--- src/rtl/amp_i2c_target.sv ---
// I2C target for the amplifier front end: oversampled SCL/SDA, 7-bit address match,
// 8-bit register pointer with auto-increment, single-cycle register-file port.
module amp_i2c_target #(
    parameter logic [6:0] I2C_ADDR    = 7'b0100000,
    parameter int         SYNC_STAGES = 2
) (
    input  logic       clk,
    input  logic       resetb,
    input  logic       scl_in,
    input  logic       sda_in,
    output logic       sda_oe,
    output logic       reg_wr,
    output logic [7:0] reg_addr,
    output logic [7:0] reg_wdata,
    input  logic [7:0] reg_rdata,
    output logic       busy
);

    typedef enum logic [3:0] {
        IDLE, ADDR, ADDR_ACK, PTR, PTR_ACK, WDATA, WDATA_ACK, RDATA, RDATA_ACK, IGNORE
    } state_t;

    state_t                 state_q, state_d;
    logic [SYNC_STAGES-1:0] scl_sync_q, sda_sync_q;
    logic                   scl_prev_q, sda_prev_q;
    logic [3:0]             bit_cnt_q, bit_cnt_d;
    logic [7:0]             shift_q, shift_d;
    logic [7:0]             addr_q, addr_d;
    logic [7:0]             wdata_q, wdata_d;
    logic                   wr_q, wr_d;
    logic                   oe_q, oe_d;
    logic                   busy_q, busy_d;
    logic                   ack_q, ack_d;

    logic scl, sda, scl_rise, scl_fall, start, stop;

    // Synchronizers reset to 1 so an idle bus produces no spurious events.
    always_ff @(posedge clk or negedge resetb) begin
        if (!resetb) begin
            scl_sync_q <= '1;
            sda_sync_q <= '1;
            scl_prev_q <= 1'b1;
            sda_prev_q <= 1'b1;
        end else begin
            scl_sync_q <= {scl_sync_q[SYNC_STAGES-2:0], scl_in};
            sda_sync_q <= {sda_sync_q[SYNC_STAGES-2:0], sda_in};
            scl_prev_q <= scl_sync_q[SYNC_STAGES-1];
            sda_prev_q <= sda_sync_q[SYNC_STAGES-1];
        end
    end

    assign scl      = scl_sync_q[SYNC_STAGES-1];
    assign sda      = sda_sync_q[SYNC_STAGES-1];
    assign scl_rise = scl & ~scl_prev_q;
    assign scl_fall = ~scl & scl_prev_q;
    assign start    = scl & scl_prev_q & sda_prev_q & ~sda;
    assign stop     = scl & scl_prev_q & ~sda_prev_q & sda;

    always_ff @(posedge clk or negedge resetb) begin
        if (!resetb) begin
            state_q   <= IDLE;
            bit_cnt_q <= 4'd0;
            shift_q   <= 8'h00;
            addr_q    <= 8'h00;
            wdata_q   <= 8'h00;
            wr_q      <= 1'b0;
            oe_q      <= 1'b0;
            busy_q    <= 1'b0;
            ack_q     <= 1'b0;
        end else begin
            state_q   <= state_d;
            bit_cnt_q <= bit_cnt_d;
            shift_q   <= shift_d;
            addr_q    <= addr_d;
            wdata_q   <= wdata_d;
            wr_q      <= wr_d;
            oe_q      <= oe_d;
            busy_q    <= busy_d;
            ack_q     <= ack_d;
        end
    end

    always_comb begin
        state_d   = state_q;
        bit_cnt_d = bit_cnt_q;
        shift_d   = shift_q;
        addr_d    = addr_q;
        wdata_d   = wdata_q;
        wr_d      = 1'b0;
        oe_d      = oe_q;
        busy_d    = busy_q;
        ack_d     = ack_q;

        // STOP outranks everything, including a coincident SCL rise.
        if (stop) begin
            state_d = IDLE;
            oe_d    = 1'b0;
            busy_d  = 1'b0;
        end else if (start) begin
            state_d   = ADDR;
            bit_cnt_d = 4'd0;
            oe_d      = 1'b0;
            busy_d    = 1'b1;
        end else begin
            case (state_q)
                ADDR: begin
                    if (scl_rise) begin
                        shift_d   = {shift_q[6:0], sda};
                        bit_cnt_d = bit_cnt_q + 4'd1;
                    end else if (scl_fall && bit_cnt_q == 4'd8) begin
                        if (shift_q[7:1] == I2C_ADDR) begin
                            state_d = ADDR_ACK;
                            oe_d    = 1'b1;
                        end else begin
                            state_d = IGNORE;
                        end
                    end
                end
                ADDR_ACK: begin
                    if (scl_fall) begin
                        bit_cnt_d = 4'd0;
                        oe_d      = 1'b0;
                        if (shift_q[0]) begin
                            state_d = RDATA;
                            shift_d = reg_rdata;
                            oe_d    = ~reg_rdata[7];
                        end else begin
                            state_d = PTR;
                        end
                    end
                end
                PTR: begin
                    if (scl_rise) begin
                        shift_d   = {shift_q[6:0], sda};
                        bit_cnt_d = bit_cnt_q + 4'd1;
                    end else if (scl_fall && bit_cnt_q == 4'd8) begin
                        addr_d  = shift_q;
                        state_d = PTR_ACK;
                        oe_d    = 1'b1;
                    end
                end
                PTR_ACK, WDATA_ACK: begin
                    if (scl_fall) begin
                        if (state_q == WDATA_ACK) addr_d = addr_q + 8'd1;
                        state_d   = WDATA;
                        bit_cnt_d = 4'd0;
                        oe_d      = 1'b0;
                    end
                end
                WDATA: begin
                    if (scl_rise) begin
                        shift_d   = {shift_q[6:0], sda};
                        bit_cnt_d = bit_cnt_q + 4'd1;
                        // Strobe only once the byte is complete; a STOP mid-byte never writes.
                        if (bit_cnt_q == 4'd7) begin
                            wdata_d = {shift_q[6:0], sda};
                            wr_d    = 1'b1;
                        end
                    end else if (scl_fall && bit_cnt_q == 4'd8) begin
                        state_d = WDATA_ACK;
                        oe_d    = 1'b1;
                    end
                end
                RDATA: begin
                    if (scl_rise) begin
                        bit_cnt_d = bit_cnt_q + 4'd1;
                    end else if (scl_fall) begin
                        if (bit_cnt_q == 4'd8) begin
                            state_d = RDATA_ACK;
                            oe_d    = 1'b0;
                        end else begin
                            shift_d = {shift_q[6:0], 1'b0};
                            oe_d    = ~shift_q[6];
                        end
                    end
                end
                RDATA_ACK: begin
                    // Pointer moves at the ACK sample so reg_rdata settles before the reload.
                    if (scl_rise) begin
                        ack_d = ~sda;
                        if (!sda) addr_d = addr_q + 8'd1;
                    end else if (scl_fall) begin
                        if (ack_q) begin
                            state_d   = RDATA;
                            bit_cnt_d = 4'd0;
                            shift_d   = reg_rdata;
                            oe_d      = ~reg_rdata[7];
                        end else begin
                            state_d = IGNORE;
                            oe_d    = 1'b0;
                        end
                    end
                end
                IGNORE:  oe_d = 1'b0;
                default: ;
            endcase
        end
    end

    assign sda_oe    = oe_q;
    assign reg_wr    = wr_q;
    assign reg_addr  = addr_q;
    assign reg_wdata = wdata_q;
    assign busy      = busy_q;

endmodule

--- config.mk ---
export PLATFORM = sky130hd
export DESIGN_NAME = amp_i2c_target
export DESIGN_NICKNAME = d
export VERILOG_FILES = /design/src/rtl/amp_i2c_target.sv
export SDC_FILE = /design/constraint.sdc
export NUM_CORES = 1
export LEC_CHECK = 0
export CORE_MARGIN = 5
export CORE_UTILIZATION = 50
export CTS_BUF_LIST = sky130_fd_sc_hd__clkbuf_8
export CTS_CLUSTER_SIZE = 28
export DETAILED_ROUTE_END_ITERATION = 10
export PLACE_DENSITY = 0.7
export SLEW_MARGIN = 20
export SYNTH_ARGS = -nofsm -noshare
export SYNTH_HDL_FRONTEND = slang
export SYNTH_SLANG_ARGS = --single-unit
--- constraint.sdc ---
create_clock -name clk -period 2.2 [get_ports clk]
set_input_delay 0.22 -clock clk [delete_from_list [all_inputs] [get_ports clk]]
set_output_delay 0.22 -clock clk [all_outputs]
set_load 0.01 [all_outputs]
# Word-level counts from Yosys, hierarchy flattened
# Index checks and enable logic that the tools add are counted.
# W data, S select, Z words.
[word_totals]
ff_bits = 42
inputBits = 12
out_inout_bits = 19
word_cells = 166
[op_classes]
addsub = 2
eq_ne = 48
n_mux = 67
n_bitwise = 15
n_reduce_logical = 20
[op_table]
columns = ["operator", "count"]
rows = [
  ["$mux W8", 15],
  ["$mux W4", 23],
  ["$ne A4 B4 Y1 const B", 14],
  ["$pmux W8 S4", 1],
  ["$ne A2 B2 Y1 const B", 14],
  ["$pmux W4 S7", 1],
  ["$pmux W8 S3", 1],
  ["$reduce_and A12 Y1", 2],
  ["$mux W1", 23],
  ["$eq A4 B3 Y1 const B", 5],
  ["$reduce_bool A9 Y1", 2],
  ["$reduce_and A14 Y1", 1],
  ["$eq A4 B4 Y1 const B", 3],
  ["$pmux W4 S3", 1],
  ["$reduce_and A11 Y1", 1],
  ["$ne A3 B3 Y1 const B", 3],
  ["$reduce_and A9 Y1", 1],
  ["$add A8 B1 Y8 const B", 1],
  ["$eq A4 B2 Y1 const B", 2],
  ["$not A1 Y1", 8],
  ["$reduce_bool A4 Y1", 2],
  ["$and A1 B1 Y1", 7],
  ["$eq A7 B6 Y1 const B", 1],
  ["$pmux W1 S7", 1],
  ["other kinds (16)", 19],
]

# Longest topological paths before layout
# Gate-level depths: netlist (run 1).
[depth]
depth_word = 8
ltp_mapped = 8

# Least setup slack after synthesis (run 1)
# Ideal clock, no wire load.
[synth_path]
kind = "reg2reg"
from = "register sda_sync_q[1]"
to = "register addr_q[0], in the netlist reg_addr[0]"
t_arrival_ps = 1801
t_required_ps = 2068
setup_slack_ps = 267
stages_incl_launch_ff = 8
path_cell_list = "dfstp_2 clkbuf_1 xnor2_1 nor2_1 nor3_2 and2_1 buf_2 o211ai_1"
[synth_via]
elab_chain_len = 4
[synth_lines]
columns = ["item", "line_no", "rtl"]
rows = [
  ["start, declared", "24", "logic [SYNC_STAGES-1:0] scl_sync_q, sda_sync_q;"],
  ["start signal, assigned", "46", "sda_sync_q <= {sda_sync_q[SYNC_STAGES-2:0], sda_in};"],
  ["$not A1 Y1", "56", "assign start = scl & scl_prev_q & sda_prev_q & ~sda;"],
  ["$and A1 B1 Y1", "56", ""],
  ["$not A1 Y1 (no line)", "-", ""],
  ["$reduce_and A9 Y1 (no line) *", "-", ""],
  ["end signal, assigned", "74", "addr_q <= addr_d;"],
  ["end, declared", "28", "logic [7:0] addr_q, addr_d;"],
]
# Mark *: on every way between the ends. The rest lies on a longest branch, timed or not.
# A chain may end at the register's enable or synchronous reset.

# Final worst setup path (run 1)
[layout_path]
from = "register bit_cnt_q[0]"
to = "register oe_q, in the netlist sda_oe"
[layout_via]
elab_chain_len = 7
[layout_lines]
columns = ["item", "line_no", "rtl"]
rows = [
  ["start, declared", "26", "logic [3:0] bit_cnt_q, bit_cnt_d;"],
  ["start signal, assigned", "72", "bit_cnt_q <= bit_cnt_d;"],
  ["$eq A4 B4 Y1 *", "-", ""],
  ["$mux W1", "168", "if (bit_cnt_q == 4'd8) begin"],
  ["$mux W1", "167", "end else if (scl_fall) begin"],
  ["$mux W1", "165", "if (scl_rise) begin"],
  ["$pmux W1 S7", "105", "case (state_q)"],
  ["$mux W1", "99", "end else if (start) begin"],
  ["$mux W1", "95", "if (stop) begin"],
  ["end signal, assigned", "67", "oe_q <= 1'b0;"],
  ["end signal, assigned", "77", "oe_q <= oe_d;"],
  ["end, declared", "31", "logic oe_q, oe_d;"],
]
# Mark *: on every way between the ends. The rest lies on a longest branch, timed or not. The select of a mux whose other input is x is not followed.

==> impl_metrics.py, run 1 <==
metrics = {
    "outcome": {
        "status": "finished clean",
    },
    "grt": {
        "grt_pass1_wl_um": 10760,
        "grt_pass1_vias": 2199,
        "overflow": 0,
        "grt_usage": 0.2054,
        "antenna_found_initial": 0,
        "grt_max_degree": 24,
    },
    "synth": {
        "postSynthCellCount": 272,
        "yosys-top-cells-count": "dfrtp_1, o21ai_0, a21oi_1",
        "yosysTopAreaCell": "dfrtp_1",
        "synth_area_leaders": "dfrtp_1, mux2_2, dfstp_2",
        "async_reset_ff_frac": 1.000,
        "synth.yosys.warnings": 0,
        "synth_edf_count": 0,
        "avgSynthCellArea_um2": 9.600,
        "yosysSeqAreaShare": 0.4054,
        "syn-cell-area_um2": 2611,
        "synth_top_area_frac": 0.3450,
        "synthFlopType": "dfrtp_1",
        "synth_seq_cells": 42,
        "yosysMostFrequentCell": "dfrtp_1",
        "syn_nets": 287,
        "ys_types": 65,
    },
    "setup_path": {
        "worstSetupPathType": "reg -> reg",
        "cp-end-kind": "flop",
        "start_kind": "flop",
        "arrival_ps": 2290,
        "critPathMaxFanout": 6,
        "startpoint": "bit_cnt_q[0]",
        "r2r-start": "bit_cnt_q[0]",
        "worstPathRequired_ps": 2430,
    },
    "sta": {
        "fin_tns_setup_ps": 0,
        "relSlewSlack": 0.6627,
        "fin_crit_sh": 0.9342,
        "hold_ws_ps": 327.5,
        "finalClockSkew_ps": 9.322,
        "slew_violations": 0,
        "rsz0062_at_grt": "no",
        "tightest_slew_ps": 505.9,
        "setup_viol": 0,
        "fmax_ghz": 0.4866,
        "hold_viol_final": 0,
        "post-route-min-period_ps": 2055,
    },
    "placed_design": {
        "place_congestion": 0.9137,
        "dp_hpwl_um": 4672,
        "placed_cell_area_um2": 3052,
        "io_buffers": 30,
    },
    "power_and_ir_drop": {
        "seqPwrFrac": 0.408,
        "pwr-share-clk": 0.178,
        "internal_power_mw": 1.880,
        "p_sw_frac": 0.3765,
        "power_leakage_nw": 1.339,
        "vdd_drop_max_mv": 0.5205,
        "power.share.combinational": 0.414,
        "power_mw": 3.015,
        "p_per_area_nw_per_um2": 954.3,
        "p_switching_mw": 1.135,
    },
    "cells_and_area": {
        "area_delta_synth_final_pct": 20.99,
        "fin_area_um2": 3159,
        "drive_gt1_frac": 0.2095,
        "nNetsFinal": 329,
        "final_util": 0.6225,
        "diodes": 0,
    },
    "floorplan": {
        "chipWidth_um": 82.27,
        "fp.dieH_um": 82.27,
        "core_area_um2": 5075,
        "io_pins": 31,
        "initial_core_util": 0.5145,
        "dieArea_um2": 6768,
        "rows": 26,
    },
    "detailed_routing": {
        "drcViolationCount": 0,
        "via_per_inst": 6.021,
        "avgRoutedWirePerCell_um": 16.68,
        "num_vias": 2318,
        "dr.pass1.iters": 5,
        "drtAntennaViolNets": 0,
        "drt_wl_total_um": 6423,
        "drt_iter0_drc": 237,
    },
    "clock_tree": {
        "cts_tree": "done",
        "clk_pin_slew_ps": 90,
        "clk_latency_ps": 300,
        "post-cts-setup-buffers": 0,
        "clk_path_buf_depth": 2,
        "clockRootBuffer": "clkbuf_8",
        "cts.sinks": 42,
        "cts_buffers": 5,
        "cts_max_level": 2,
    },
    "worst_hold_path": {
        "hp-start": "sda_in",
        "hold_path_class": "in -> reg",
    },
    "job": {
        "maxCapViolCount": 0,
    },
}
[layout make-up]
cell class	instances	area, µm²
clock buffers	6	82.58
clock inverters	2	12.51
fillers	456	1916
inverters	8	30.03
multi-input cells	203	1408
flip-flops and latches	42	1061
well taps	70	87.58
repair buffers	54	478.0
[sequential cells by signal, summed over array words and instances, names as in the netlist]
register	cells
reg_addr	8
reg_wdata	8
shift_q	8
bit_cnt_q	4
state_q	4
scl_sync_q	2
sda_sync_q	2
ack_q	1
busy	1
reg_wr	1
scl_prev_q	1
sda_oe	1
sda_prev_q	1
[routing by layer]
metal | track usage | vias up | wire, µm | part of all wire
met5 | 0 | - | 0 | 0
met4 | 0.06312 | 0 | 114 | 0.018
met3 | 0.03905 | 11 | 366 | 0.057
met2 | 0.3141 | 65 | 2938 | 0.46
met1 | 0.2936 | 1136 | 3004 | 0.47
li1 | - | 1106 | - | -
[path summary, 6_finish.rpt]
| kind | end | slack (ps) | cells after the start |
|---|---|---|---|
| setup reg to reg | sda_oe | 140 | 7 |
| hold / removal | sda_sync_q[0] | 330 | 1 |
| min in group asynchronous | shift_q[7] | 420 | 2 |
| setup / recovery | sda_oe | 140 | 7 |
| max in group asynchronous | scl_sync_q[1] | 1170 | 3 |
| hold reg to reg | sda_sync_q[1] | 360 | 0 |
[power groups by stage]
| stage | logic (mW) | clock network [mW] | registers, mW |
|---|---|---|---|
| after floorplan | 0.819 | 0 | 1.19 |
| final | 1.25 | 0.536 | 1.23 |
| after detailed placement | 1.24 | 0 | 1.24 |
| after global placement | 1.22 | 0 | 1.23 |
| after global routing | 1.38 | 0.590 | 1.26 |
| after CTS | 1.25 | 0.554 | 1.22 |
[logic make-up (layout without fill, tap and decap cells)]
family | count (synthesis) | count (layout) | share of synthesized area
AND/OR/NAND/NOR | 89 | 89 | 0.2036
flip-flops | 42 | 42 | 0.4054
adder cells (fa/ha/maj) | 3 | 3 | 0.01438
AO/OA/AOI/OAI | 90 | 90 | 0.2338
XOR/XNOR | 1 | 1 | 0.003355
buffers and inverters | 27 | 70 | 0.05558
multiplexers | 20 | 20 | 0.08385
[repair_timing]
item	4_1_cts	5_1_grt
hold endpoints to repair	19	0
hold buffers	1	0
resized for setup	0	2
endpoints found under the setup margin	0	2
[metrics by stage]
step | worst slack [ps] | std cells
after CTS | 159.6 | 385
after global routing | 17.06 | 385
final | 144.7 | 385
after global placement | 171.5 | 376
after detailed placement | 179.0 | 376
after floorplan | 266.7 | 272
[placed cells by master (no fill, tap or decap), drive strengths merged, types with 6 or more instances in the layout]
cell type	instances
a31oi	11
inv	10
nor3	6
a21oi	18
dfrtp	36
o21ai	20
mux2	15
clkdlybuf4s50	29
nand3	8
clkbuf	6
nand2	17
buf	24
nand2b	10
dfstp	6
a22o	6
nor2	17
[critical path: stages, from the launching register on]
cell and delay (ps):
dfrtp_1 440, inv_1 80, ha_1 180, nand3b_1 120
and3_4 190, o32a_1 330, or4_1 520, a21oi_1 140
No activity file was read; power rests on OpenSTA's default activity.
==> run 2, diff against run 1 <==
--- a/config.mk
+++ b/config.mk
@@ -5,7 +5,7 @@
 export SDC_FILE = /design/constraint.sdc
 export NUM_CORES = 1
 export LEC_CHECK = 0
-export CORE_MARGIN = 5
+export CORE_MARGIN = 1
 export CORE_UTILIZATION = 50
 export CTS_BUF_LIST = sky130_fd_sc_hd__clkbuf_8
 export CTS_CLUSTER_SIZE = 28
==> run 2 against run 1 <==
  * Global-route usage is 4.7 points higher
  * Routed wire length is 1.1% higher
  * Hold slack worse by 6.9 ps
  * Core utilization is 5.2 points higher
  * Register-to-register slack hardly changed
  * Cell count is 1.8% higher
  * Non-clock buffer count is 10 higher
  * Largest cell class unchanged
==> impl_metrics.py, run 2 (synthesis gave the netlist of run 1 again) <==
metrics = {
    "job": {
        "maxCapViolCount": 0,
    },
    "floorplan": {
        "core_area_um2": 4880,
        "io_pins": 31,
        "rows": 25,
        "chipWidth_um": 74.27,
        "dieArea_um2": 5515,
        "fp.dieH_um": 74.27,
        "initial_core_util": 0.5351,
    },
    "detailed_routing": {
        "num_vias": 2366,
        "drt_iter0_drc": 267,
        "via_per_inst": 6.036,
        "dr.pass1.iters": 5,
        "drtAntennaViolNets": 0,
        "drcViolationCount": 0,
        "drt_wl_total_um": 6493,
        "avgRoutedWirePerCell_um": 16.56,
    },
    "grt": {
        "antenna_found_initial": 0,
        "grt_usage": 0.2520,
        "grt_max_degree": 25,
        "grt_pass1_wl_um": 10370,
        "grt_pass1_vias": 2108,
        "overflow": 0,
    },
    "cells_and_area": {
        "n_fill_cell": 399,
        "final_cell_mix": "dfrtp_1, buf_4, clkdlybuf4s50_1, o21ai_0, a21oi_1",
        "area_delta_synth_final_pct": 26.02,
        "final_common_cell": "dfrtp_1",
        "fin_area_um2": 3291,
        "diodes": 0,
        "drive_gt1_frac": 0.2400,
        "nNetsFinal": 339,
    },
    "placed_design": {
        "dp_hpwl_um": 4724,
        "placed_cell_area_um2": 3115,
        "place_congestion": 0.9627,
        "io_buffers": 30,
    },
    "sta": {
        "post-route-min-period_ps": 2058,
        "slew_violations": 0,
        "fin_crit_sh": 0.9354,
        "fmax_ghz": 0.4860,
        "fin_tns_setup_ps": 0,
        "hold_viol_final": 0,
        "rsz0062_at_grt": "no",
        "setup_viol": 0,
        "finalClockSkew_ps": 5.679,
        "tightest_slew_ps": 508.4,
        "relSlewSlack": 0.6600,
    },
    "clock_tree": {
        "clk_latency_ps": 300,
        "cts_tree": "done",
        "cts.sinks": 42,
        "clk_path_buf_depth": 2,
        "cts_buffers": 5,
        "clockRootBuffer": "clkbuf_8",
        "clk_pin_slew_ps": 80,
        "cts_max_level": 2,
    },
    "setup_path": {
        "worstSetupPathType": "reg -> reg",
        "worstPathRequired_ps": 2430,
        "arrival_ps": 2290,
        "cp-end-kind": "flop",
        "critPathMaxFanout": 2,
        "start_kind": "flop",
    },
    "power_and_ir_drop": {
        "power.share.combinational": 0.408,
        "p_per_area_nw_per_um2": 1001,
        "power_leakage_nw": 1.401,
        "internal_power_mw": 2.132,
        "vdd_drop_max_mv": 0.5377,
        "p_sw_frac": 0.3529,
        "seqPwrFrac": 0.367,
        "p_switching_mw": 1.163,
        "pwr-share-clk": 0.225,
    },
    "outcome": {
        "status": "finished clean",
    },
    "worst_hold_path": {
        "hold_path_class": "in -> reg",
    },
}
## run 2: cell types whose count changed in the layout (fill, tap and decap cells not counted), moves of 2 or more
| cell | delta |
|---|---|
| dfrtp_2 | -2 |
| dfrtp_1 | +2 |
| bufinv_16 | +2 |
| buf_4 | +10 |
## run 2: area by class of cell
| type | instances | area (µm²) | area share |
|---|---|---|---|
| well taps | 67 | 83.83 | 0.02548 |
| clock inverters | 3 | 68.82 | 0.02091 |
| multi-input cells | 203 | 1428 | 0.4338 |
| inverters | 8 | 30.03 | 0.009125 |
| repair buffers | 64 | 553.0 | 0.1681 |
| clock buffers | 5 | 68.82 | 0.02091 |
| flip-flops and latches | 42 | 1059 | 0.3217 |
## run 2: per-layer routing
layer	vias up	track usage	routed length (µm)
li1	1123	-	-
met4	0	0.09224	84
met1	1141	0.3666	3161
met3	11	0.04065	326
met5	-	0	0
met2	91	0.3808	2921
## run 2: per-stage QoR
| stage | power [mW] | instances | setup slack, ps | utilization | hold WS [ps] |
|---|---|---|---|---|---|
| floorplan | 2.005 | 272 | 266.7 | - | -75.59 |
| detailed placement | 2.529 | 382 | 63.44 | 0.6385 | 183.9 |
| global route | 3.489 | 392 | 15.55 | 0.6744 | 316.2 |
| global placement | 2.504 | 382 | 85.60 | 0.6385 | 182.0 |
| CTS | 3.276 | 391 | 27.60 | 0.6687 | 315.1 |
| finish | 3.294 | 392 | 142.2 | 0.6744 | 320.6 |
## run 2: power by group through the flow
stage          logic (mW)  registers (mW)  clock network (mW)
5_1_grt              1.47            1.24               0.773
2_1_floorplan       0.819            1.19                   0
4_1_cts              1.31            1.21               0.755
6_report             1.34            1.21               0.741
3_3_place_gp         1.28            1.22                   0
3_5_place_dp         1.30            1.23                   0
## run 2: worst max-delay path, stage by stage, from the launching register on
cell and delay, ps:
dfrtp_1 380, inv_1 60, ha_1 150, buf_4 110, nand3b_1 130, and3_4 200
o32a_1 330, or4_1 500, a21oi_1 130
## run 2: path summary, 6_finish.rpt
kind	cells after the start	slack, ps	from	endpoint
max	8	140	bit_cnt_q[0]	sda_oe
min	1	320	scl_in	scl_sync_q[0]
max reg2reg	8	140	bit_cnt_q[0]	sda_oe
min reg2reg	0	360	scl_sync_q[0]	scl_sync_q[1]
max in group asynchronous	3	1130	resetb	ack_q
min in group asynchronous	2	400	resetb	state_q[2]
## run 2: repair_timing
item	in CTS	in global routing
hold buffers	1	0
resized for setup	0	4
endpoints found under the setup margin	0	10
setup buffers	0	1
endpoints found under the hold margin	12	0
==> run 3, diff against run 2 <==
--- a/config.mk
+++ b/config.mk
@@ -5,6 +5,7 @@
 export SDC_FILE = /design/constraint.sdc
 export NUM_CORES = 1
 export LEC_CHECK = 0
+export CAP_MARGIN = 20
 export CORE_MARGIN = 1
 export CORE_UTILIZATION = 50
 export CTS_BUF_LIST = sky130_fd_sc_hd__clkbuf_8
==> results of run 3 <==
No change in the layout: final DEF, timing and power equal those of run 2.
